--- config.mk ---
export PLATFORM = sky130hd
export DESIGN_NAME = fetch_unit
export DESIGN_NICKNAME = d
export VERILOG_FILES = /design/src/rtl/fetch_unit_pkg.sv /design/src/rtl/fetch_pc_reg.sv /design/src/rtl/fetch_unit.sv
export SDC_FILE = /design/constraint.sdc
export NUM_CORES = 1
export LEC_CHECK = 0
export ABC_CLOCK_PERIOD_IN_PS = 7140
export CAP_MARGIN = 20
export CORE_MARGIN = 1.5
export CORE_UTILIZATION = 44
export DETAILED_ROUTE_END_ITERATION = 10
export MAX_ROUTING_LAYER = met4
export PLACE_DENSITY = 0.87
export SYNTH_ARGS = -nofsm -noshare
export SYNTH_HDL_FRONTEND = slang
export SYNTH_SLANG_ARGS = --single-unit
--- constraint.sdc ---
create_clock -name clk -period 7.14 [get_ports clk]
set_input_delay 2.142 -clock clk [delete_from_list [all_inputs] [get_ports clk]]
set_output_delay 2.142 -clock clk [all_outputs]
set_load 0.1 [all_outputs]
--- src/rtl/fetch_unit_pkg.sv ---
// rtl/fetch_unit_pkg.sv - shared fetch-stage types and constants
package fetch_unit_pkg;

  typedef enum logic [1:0] {
    ISSUE   = 2'd0,
    WAIT    = 2'd1,
    DISCARD = 2'd2,
    HOLD    = 2'd3
  } fetch_state_t;

  localparam int          INSTR_BYTES = 4;
  localparam logic [31:0] NOP_INSTR   = 32'h0000_0013;

endpackage

--- src/rtl/fetch_pc_reg.sv ---
// rtl/fetch_pc_reg.sv - program counter with aligned load, increment and hold
module fetch_pc_reg
  import fetch_unit_pkg::*;
#(
  parameter int                    ADDR_WIDTH = 32,
  parameter logic [ADDR_WIDTH-1:0] RESET_PC   = '0
) (
  input  logic                  clk,
  input  logic                  rst,
  input  logic                  load,
  input  logic                  inc,
  input  logic [ADDR_WIDTH-1:0] target,
  output logic [ADDR_WIDTH-1:0] pc,
  output logic [ADDR_WIDTH-1:0] pc_plus4
);

  assign pc_plus4 = pc + ADDR_WIDTH'(INSTR_BYTES);

  // load beats inc so a redirect never coincides with a sequential advance
  always_ff @(posedge clk or posedge rst) begin
    if (rst) begin
      pc <= RESET_PC;
    end else if (load) begin
      pc <= {target[ADDR_WIDTH-1:2], 2'b00};
    end else if (inc) begin
      pc <= pc_plus4;
    end
  end

endmodule

--- src/rtl/fetch_unit.sv ---
// rtl/fetch_unit.sv - instruction fetch: single outstanding imem read, one-entry buffer
module fetch_unit
  import fetch_unit_pkg::*;
#(
  parameter int                    ADDR_WIDTH  = 32,
  parameter int                    INSTR_WIDTH = 32,
  parameter logic [ADDR_WIDTH-1:0] RESET_PC    = '0
) (
  input  logic                   clk,
  input  logic                   rst,
  input  logic                   redirect_i,
  input  logic [ADDR_WIDTH-1:0]  PCTarget_i,
  output logic                   imem_req_o,
  output logic [ADDR_WIDTH-1:0]  imem_addr_o,
  input  logic                   imem_rvalid_i,
  input  logic [INSTR_WIDTH-1:0] imem_rdata_i,
  output logic [INSTR_WIDTH-1:0] instr_o,
  output logic [ADDR_WIDTH-1:0]  pc_o,
  output logic [ADDR_WIDTH-1:0]  pcplus4_o,
  output logic                   instr_valid_o,
  input  logic                   instr_ready_i
);

  fetch_state_t           state;
  logic [INSTR_WIDTH-1:0] instr_q;
  logic [ADDR_WIDTH-1:0]  pc;
  logic [ADDR_WIDTH-1:0]  pc_plus4;

  fetch_pc_reg #(
    .ADDR_WIDTH (ADDR_WIDTH),
    .RESET_PC   (RESET_PC)
  ) u_pc (
    .clk      (clk),
    .rst      (rst),
    .load     (redirect_i),
    .inc      ((state == HOLD) && instr_ready_i),
    .target   (PCTarget_i),
    .pc       (pc),
    .pc_plus4 (pc_plus4)
  );

  // reset shares the ISSUE encoding, so the request is gated until rst drops
  assign imem_req_o    = (state == ISSUE) && !rst;
  assign imem_addr_o   = pc;
  assign pc_o          = pc;
  assign pcplus4_o     = pc_plus4;
  assign instr_o       = instr_q;
  assign instr_valid_o = (state == HOLD);

  always_ff @(posedge clk or posedge rst) begin
    if (rst) begin
      state   <= ISSUE;
      instr_q <= '0;
    end else begin
      case (state)
        ISSUE:   state <= redirect_i ? DISCARD : WAIT;
        WAIT: begin
          if (redirect_i) begin
            state <= imem_rvalid_i ? ISSUE : DISCARD;
          end else if (imem_rvalid_i) begin
            instr_q <= imem_rdata_i;
            state   <= HOLD;
          end
        end
        // the stale response still has to drain before a new request goes out
        DISCARD: if (imem_rvalid_i) state <= ISSUE;
        HOLD:    if (redirect_i || instr_ready_i) state <= ISSUE;
        default: state <= ISSUE;
      endcase
    end
  end

endmodule

==> results.txt, run 1 <==
The proportion of layout cells with a drive suffix above 1 came out at between 10% and 20%. The reg2reg setup slack came out at 4.57 ns. The placer congestion estimate came out at a little under 0.9. The via count came out at 3620.

The count of mapped cells out of synthesis is between 400 and 500. Sorting the synthesized cells by area gives the leading types as dfrtp_1 (41%), mux2_2 (9.3%), buf_4 (7.2%), xnor2_1 (5.4%), nand2_1 (3.8%). The net count reported at finish came out at 626. The total grt overflow is 0. Once detail routing completed, the nets flagged for antenna violations numbered 0. The number of library cell types mapped by synthesis is 47. In the final routed layout, each cell accounts on average for 16.5 microns. The maximum vdd drop is 0.188 mV. The port buffer count is 190. The dominant synthesized flop cell is dfrtp_1. The overall fraction of global-route tracks in use is around a quarter.

The setup slack after layout came out at 1.28 ns. The horizontal die dimension is 96.8 microns. The clock-pin slew on the worst setup and hold paths came out at roughly 0.070 ns. After floorplanning, the core was divided into 34 placement rows. The worst hold path belongs to the class reg2reg.

The total power per unit cell area is 440 nW/um^2. The via count of the first global-routing pass came out at 3397. STA classifies the critical path endpoint as an output pin. STA classifies the critical path startpoint as a register. Setup repair after global routing left no endpoint under its margin.

The die area came out at about 9400 sq um. The maximum clock frequency came out at 171 MHz. For hold timing, the worst endpoint is instr_o[2]$_DFFE_PP0P_. After synthesis the netlist holds a flip-flop and latch count of 64. The quantity of gates resized following cts came out at 0. The via density per instance is around 5.4.

The first-pass GRT wire length came out at 17.4 mm. The H-tree depth is 3. The post-place instance area came out at 5580 sq um. The total power came out at 2.56 mW. The number of warnings issued by yosys came out at 0.

The amount of wire on met3 after detailed routing came out at a little under 700 microns. Net switching is between 50% and 60% of the power. The post-detailed-placement half-perimeter wirelength came out at 8.12 mm. The number of design rule violations left after detail routing came out at 0. The hold-fix buffer count after cts came out at 0. The leading area contributor after synthesis is dfrtp_1. The clock share of power came out at 14.4%. The total wire length after detailed routing is 11.0 mm. The slew at the pin with the worst max-slew slack is 1.02 ns. The setup path with the least slack is of type reg2out.

The cell at the root of the clock tree is clkbuf_8. Summed over all cells, the static leakage comes to about 2.2 nW. The number of buffers added by the clock tree synthesis step is 9. The die is between 90 and 100 microns tall. The number of clock sinks is 64.

The data required time at the worst endpoint came out at 5.00 ns. In this run the critical register-to-register path is captured at u_pc.pc[16]$_DFFE_PP0P_. The share of synthesized area in the top cell type comes to 41.4%.

The internal power is 1.08 mW. The maximum number of pins on one net before global-route repair came out at 47. The max-slew violation total from the final report came out at 0. The area added between synthesis and finish came out at 50.4%. The hold violation total from the final report came to 0. The worst reg2reg path depth came out at 4. The setup fix buffers added after clock tree synthesis is 0.

The average cell area after synthesis is roughly 9.5 sq um. After routing the design area is 5820 sq um. The async set-reset flop share out of synthesis came out at 100%. The final worst clock skew is 0.00821 ns. The maximum net fanout on the critical path came out at 8. The detailed-router iteration count before antenna repair came out at 4. Across the run, the number of max-cap violations was 0.

The total negative slack is 0 ns. Once the floorplan was initialized, standard cells occupied 44.8% of the core. Fill cells in the final layout number roughly 660. The number of ports placed on the die boundary is 199. The netlist area before placement came out at 3870 sq um. Summed over all nets, the switching power comes to about 1.5 mW. The detailed router used layers up to and including met4. Counting instances, the worst hold path has a depth of 1.

The portion of total power attributed to combinational logic is 63.4%. Sorting the synthesized cells by how often they occur yields dfrtp_1 (64), nand2_1 (39), buf_4 (37). Detailed routing placed a total of between 5 and 6 mm of wire on met2. The longest clock path from root to sink contains 2 buffers. Data arrives at the worst endpoint at 3.72 ns. The area of the core came out at approximately 8600 sq um.

Registers are responsible for 22.2% of the overall power. Setup violations remaining at the end of the flow were counted as 0. The number of synthesized flops with an enable pin is 0. In this run the most critical hold path is launched from instr_o[2]$_DFFE_PP0P_. The time the worst path needs with I/O delays and setup came out at 5.86 ns. The final standard cell utilization of the core is 67.3%. The startpoint identified for the worst register-to-register timing path is state[1]$_DFFE_PP0P_.

The initial DRC count came out at 167. The tightest slew margin relative to the limit is 31.9%. The final critical path takes up 82.1% of the cycle. TritonCTS built the clock tree. The antenna diode instance count is 0. The cell with the most instances after synthesis is dfrtp_1. The initial antenna violation count was 0. The wire length on met1 is 4.69 mm. The flow ran to the end, and the final reports show no timing, DRC or antenna violations. Sequential elements use 41.4% of the synthesized area. The pre-CTS setup slack came out at 1.66 ns. The clock insertion delay at the later pin of the skew report is 0.34 ns.
per-stage QoR:
step	hold slack (ns)	cells
5_1_grt	0.522	668
3_5_place_dp	0.494	653
4_1_cts	0.510	668
2_1_floorplan	0.568	412
3_3_place_gp	0.487	653
6_report	0.508	668
layout by cell type (no fill, tap or decap), types with 6 or more instances in the layout:
master	instances
a31oi_1	11
clkbuf_8	13
clkdlybuf4s50_1	189
conb_1	6
dfrtp_1	64
mux2_2	32
nand2_1	39
nand3_1	14
nand4_1	12
nor2_1	28
nor3_1	11
nor4_1	6
o21ai_0	17
o31ai_1	7
or3_1	7
or4_1	9
xnor2_1	24
xor2_1	15
power groups by stage:
stage | logic [mW] | registers (mW) | clock network [mW]
2_1_floorplan | 0.527 | 1.32 | 0
3_3_place_gp | 1.61 | 0.564 | 0
3_5_place_dp | 1.63 | 0.575 | 0
4_1_cts | 1.63 | 0.568 | 0.374
5_1_grt | 1.66 | 0.583 | 0.395
6_report | 1.62 | 0.568 | 0.369
how the worst max path moves through the flow:
stage,from,to,cells past startpoint
2_1_floorplan,rst,imem_req_o,1
3_3_place_gp,u_pc.pc[2]$_DFFE_PP0P_,pcplus4_o[26],6
3_5_place_dp,u_pc.pc[2]$_DFFE_PP0P_,pcplus4_o[30],6
4_1_cts,u_pc.pc[2]$_DFFE_PP0P_,pcplus4_o[30],6
5_1_grt,u_pc.pc[2]$_DFFE_PP0P_,pcplus4_o[30],6
6_report,u_pc.pc[2]$_DFFE_PP0P_,pcplus4_o[30],6
critical path, stage by stage (launching register included):
cell	delay (ns)
dfrtp_1	0.46
ha_1	0.31
nand4_2	0.25
nor4_2	0.71
nand3_1	0.24
xnor2_1	0.23
clkdlybuf4s50_1	1.17
cell type report:
type,count,area (sq um),share of cell area [%]
clock buffers,13,179,3.08
clock inverters,2,60.1,1.03
inverters,5,18.8,0.323
multi-input cells,283,1900,32.7
flip-flops and latches,64,1600,27.5
well taps,108,135,2.32
repair buffers,193,1920,33.0
routing by layer:
| metal | vias up | track usage [%] |
|---|---|---|
| li1 | 1701 | - |
| met1 | 1721 | 30.0 |
| met2 | 179 | 38.4 |
| met3 | 19 | 3.90 |
| met4 | 0 | 8.70 |
| met5 | - | - |
cell families (layout without fill, tap and decap cells):
group,Yosys count,count (layout),synth area share (%)
AOI/OAI and AO/OA,48,48,7.89
xor gates and xnor gates,39,39,8.83
adders and majority gates,1,1,0.323
buffers and inverters,65,213,10.0
DFF,64,64,41.4
muxes,35,35,10.1
other,1,6,0.0970
and+or+nand+nor,154,154,21.3
registers in the layout (all words and copies together), names as in the netlist:
signal and flops:
instr_o 32, u_pc.pc 30, state 2
No activity file was read; power rests on OpenSTA's default activity.
==> run 2: changes to the inputs <==
- ABC_CLOCK_PERIOD_IN_PS: 7140 -> 5000
- CORE_UTILIZATION: 44 -> 37
- PLACE_DENSITY: 0.87 -> 0.78
- clock period: 7.14 -> 5 ns (I/O delays scaled with it)
==> run 2 against run 1 <==
  * Non-clock buffer count up 5
  * Routed wire length up 2.1%
  * Global-route usage down 2.7 points
  * Die area up 18%
  * Flip-flop and latch count unchanged
  * Clock skew up 0.0041 ns
  * Clock-buffer cell count down 3
  * Combinational power up 43%
  * Setup slack worse by 0.62 ns
  * Utilization down 9.6 points
  * Register-to-register slack worse by 2.1 ns
  * Hold slack better by 0.0015 ns
  * Critical endpoint is now pcplus4_o[26]
==> results.txt, run 2 (synthesized netlist as in run 1, its figures left out) <==
The flow ran to the end, and the final reports show no timing, DRC or antenna violations. The final worst clock skew came out at 0.0124 ns. After detailed placement, the design holds a cell count of 685. The end point of the most critical hold path is instr_o[7]$_DFFE_PP0P_. The H-tree depth came out at 3. The pre-CTS setup slack came out at 1.01 ns. The number of cells on the worst hold path came out at 1. STA classifies the critical path startpoint as a register. In this run the most critical hold path is launched from instr_o[7]$_DFFE_PP0P_. The post-place instance area is 5700 sq um.

The routed design has between 10 and 15 mm of wire. The kind of cell with the highest combined delay along the critical path is simple AND/OR/NAND/NOR gates. The tree is rooted in a clkbuf_8.

The number of buffers added by the clock tree synthesis step is 9. The hold violation total from the final report came out at 0. The die area is 11100 sq um. The antenna diode instance count came out at 0. The maximum number of pins on one net before global-route repair came out at 53. Across the run, the number of max-cap violations was 0. The detailed-router iteration count before antenna repair is 4. The initial antenna violation count is 0. The first global-routing pass estimated 18.1 mm of wire. The hold-fix buffer count after cts is 0. The setup fix buffers added after clock tree synthesis came out at 0. The floorplan die height came out at 105 microns. Once the floorplan was initialized, standard cells occupied around 38% of the core. The data required time at the worst endpoint came out at 3.50 ns. For this run, the number of standard cells in the final layout without fillers is 702.

The critical path is of the reg2out type. The clock-pin slew on the worst setup and hold paths came out at 0.07 ns. The total grt overflow is 0. The proportion of layout cells with a drive suffix above 1 is between 10% and 20%. The clock insertion delay at the later pin of the skew report is between 0.3 and 0.4 ns.

Gates resized during post-CTS repair numbered 0. The critical path goes through ha_1, nand4_2, or3_1, nor4_1, xor2_2, buf_4. The net count reported at finish came out at approximately 630. The most common cell after layout, fill and taps aside is clkdlybuf4s50_1. The horizontal die dimension came out at between 100 and 150 microns.

The top cell types in the final layout, fill and taps aside, are clkdlybuf4s50_1 (164), dfrtp_1 (64), nand2_1 (39). The area added between synthesis and finish is 52.9%. After legalization and detailed placement, the total HPWL measured around 8.4 mm. The worst register-to-register path begins at u_pc.pc[4]$_DFFE_PP0P_. Dividing the detail-routed via count by the number of cells gives around 5.

Summing all non-filler instances in the final layout gives an area of between 5000 and 6000 sq um. The setup slack after layout came out at 0.659 ns. The endpoint identified for the worst register-to-register timing path is u_pc.pc[29]$_DFFE_PP0P_. The share of the clock period used by the worst path after layout came out at 86.8%.

The number of design rule violations left after detail routing is 0. The maximum clock frequency came out at 230 MHz. STA classifies the critical path endpoint as an output pin.

Across the VDD grid, the largest voltage drop is about 0.46 mV. The clock tree from TritonCTS is built. The max-slew violation total from the final report came out at 0. Measured against its own limit, the worst slew margin works out to 32.1%. The via count of the first global-routing pass came out at 3519. 199 I/O pins were placed. Setup repair after global routing left no endpoint under its margin. The clock passes through at most 2 buffers.

The startpoint of the worst setup timing path is u_pc.pc[2]$_DFFE_PP0P_. The placer congestion estimate came out at 0.865. The worst reg2reg path depth is 4. The total area inside the core boundary comes to around 10000 sq um.

The detailed-route wire length per cell came out at about 16 microns. The overall fraction of global-route tracks in use came out at roughly a fifth. For this design, the slowest cell found on the critical path is or3_1. Once detail routing completed, the nets flagged for antenna violations numbered 0. The min-delay analysis places its worst path in the category reg2reg.

At the worst endpoint, the arrival time is 2.84 ns. The port buffer count came out at 190. The reg2reg setup slack came out at 2.50 ns.

The maximum net fanout on the critical path is 8. Setup violations remaining at the end of the flow were counted as 0. The register with the most flip-flops in the layout has 32 of them. The via count is 3589.

In this run the power density over the cells is 604 nW/um^2. The worst hold slack came out at a little over 0.5 ns. The time the worst path needs with I/O delays and setup came out at 4.34 ns. The initial DRC count came out at 214. The leakage dissipation came out at 2.35 nW.

The tree built by TritonCTS fans out to 64 sinks. At the pin with the least slew margin, the transition time is between 1 and 1.5 ns. Together, buffers and inverters on the worst path number 1. In this run the core area contains 37 standard-cell rows.

The longest individual stage delay on the worst path is 0.52 ns.
## run 2: power breakdown
group	internal [mW]	switching, mW
clock	0.228	0.206
combinational	0.537	1.79
sequential	0.674	0.143
total	1.44	2.13
## run 2: how the worst max path moves through the flow
| stage | end | slack [ns] | cells past startpoint |
|---|---|---|---|
| after CTS | pcplus4_o[26] | 0.63 | 6 |
| after floorplan | pcplus4_o[14] | -0.16 | 4 |
| after global routing | pcplus4_o[26] | 0.49 | 6 |
| after global placement | pcplus4_o[26] | 1.04 | 6 |
| after detailed placement | pcplus4_o[26] | 1.01 | 6 |
| final | pcplus4_o[26] | 0.66 | 6 |
## run 2: layout make-up
type | instances | area (sq um)
Fill cell | 899 | 4320
Sequential cell | 64 | 1600
Clock inverter | 6 | 60.1
Tap cell | 136 | 170
Timing Repair Buffer | 198 | 1910
Multi-Input combinational cell | 283 | 2020
Clock buffer | 10 | 128
Inverter | 5 | 18.8
## run 2: worst reg2reg max path, delay by kind of cell, from the launching register on
family | cells | cell delay (ns)
and+or+nand+nor | 3 | 1.70
DFF | 1 | 0.52
AOI/OAI and AO/OA | 1 | 0.20
## run 2: per-layer routing
metal	track usage, %	part of all wire, %	up-vias
li1	-	-	1710
met1	26.8	44	1694
met2	35.0	49	172
met3	3.28	6.7	13
met4	5.28	1.0	0
met5	-	0	-
## run 2: stage by stage
stage	TNS, ns	util, %	power, mW
4_1_cts	0	57.6	3.59
2_1_floorplan	-0.164	-	2.65
3_3_place_gp	0	55.8	3.13
5_1_grt	0	57.8	3.69
3_5_place_dp	0	55.8	3.15
6_report	0	57.8	3.57
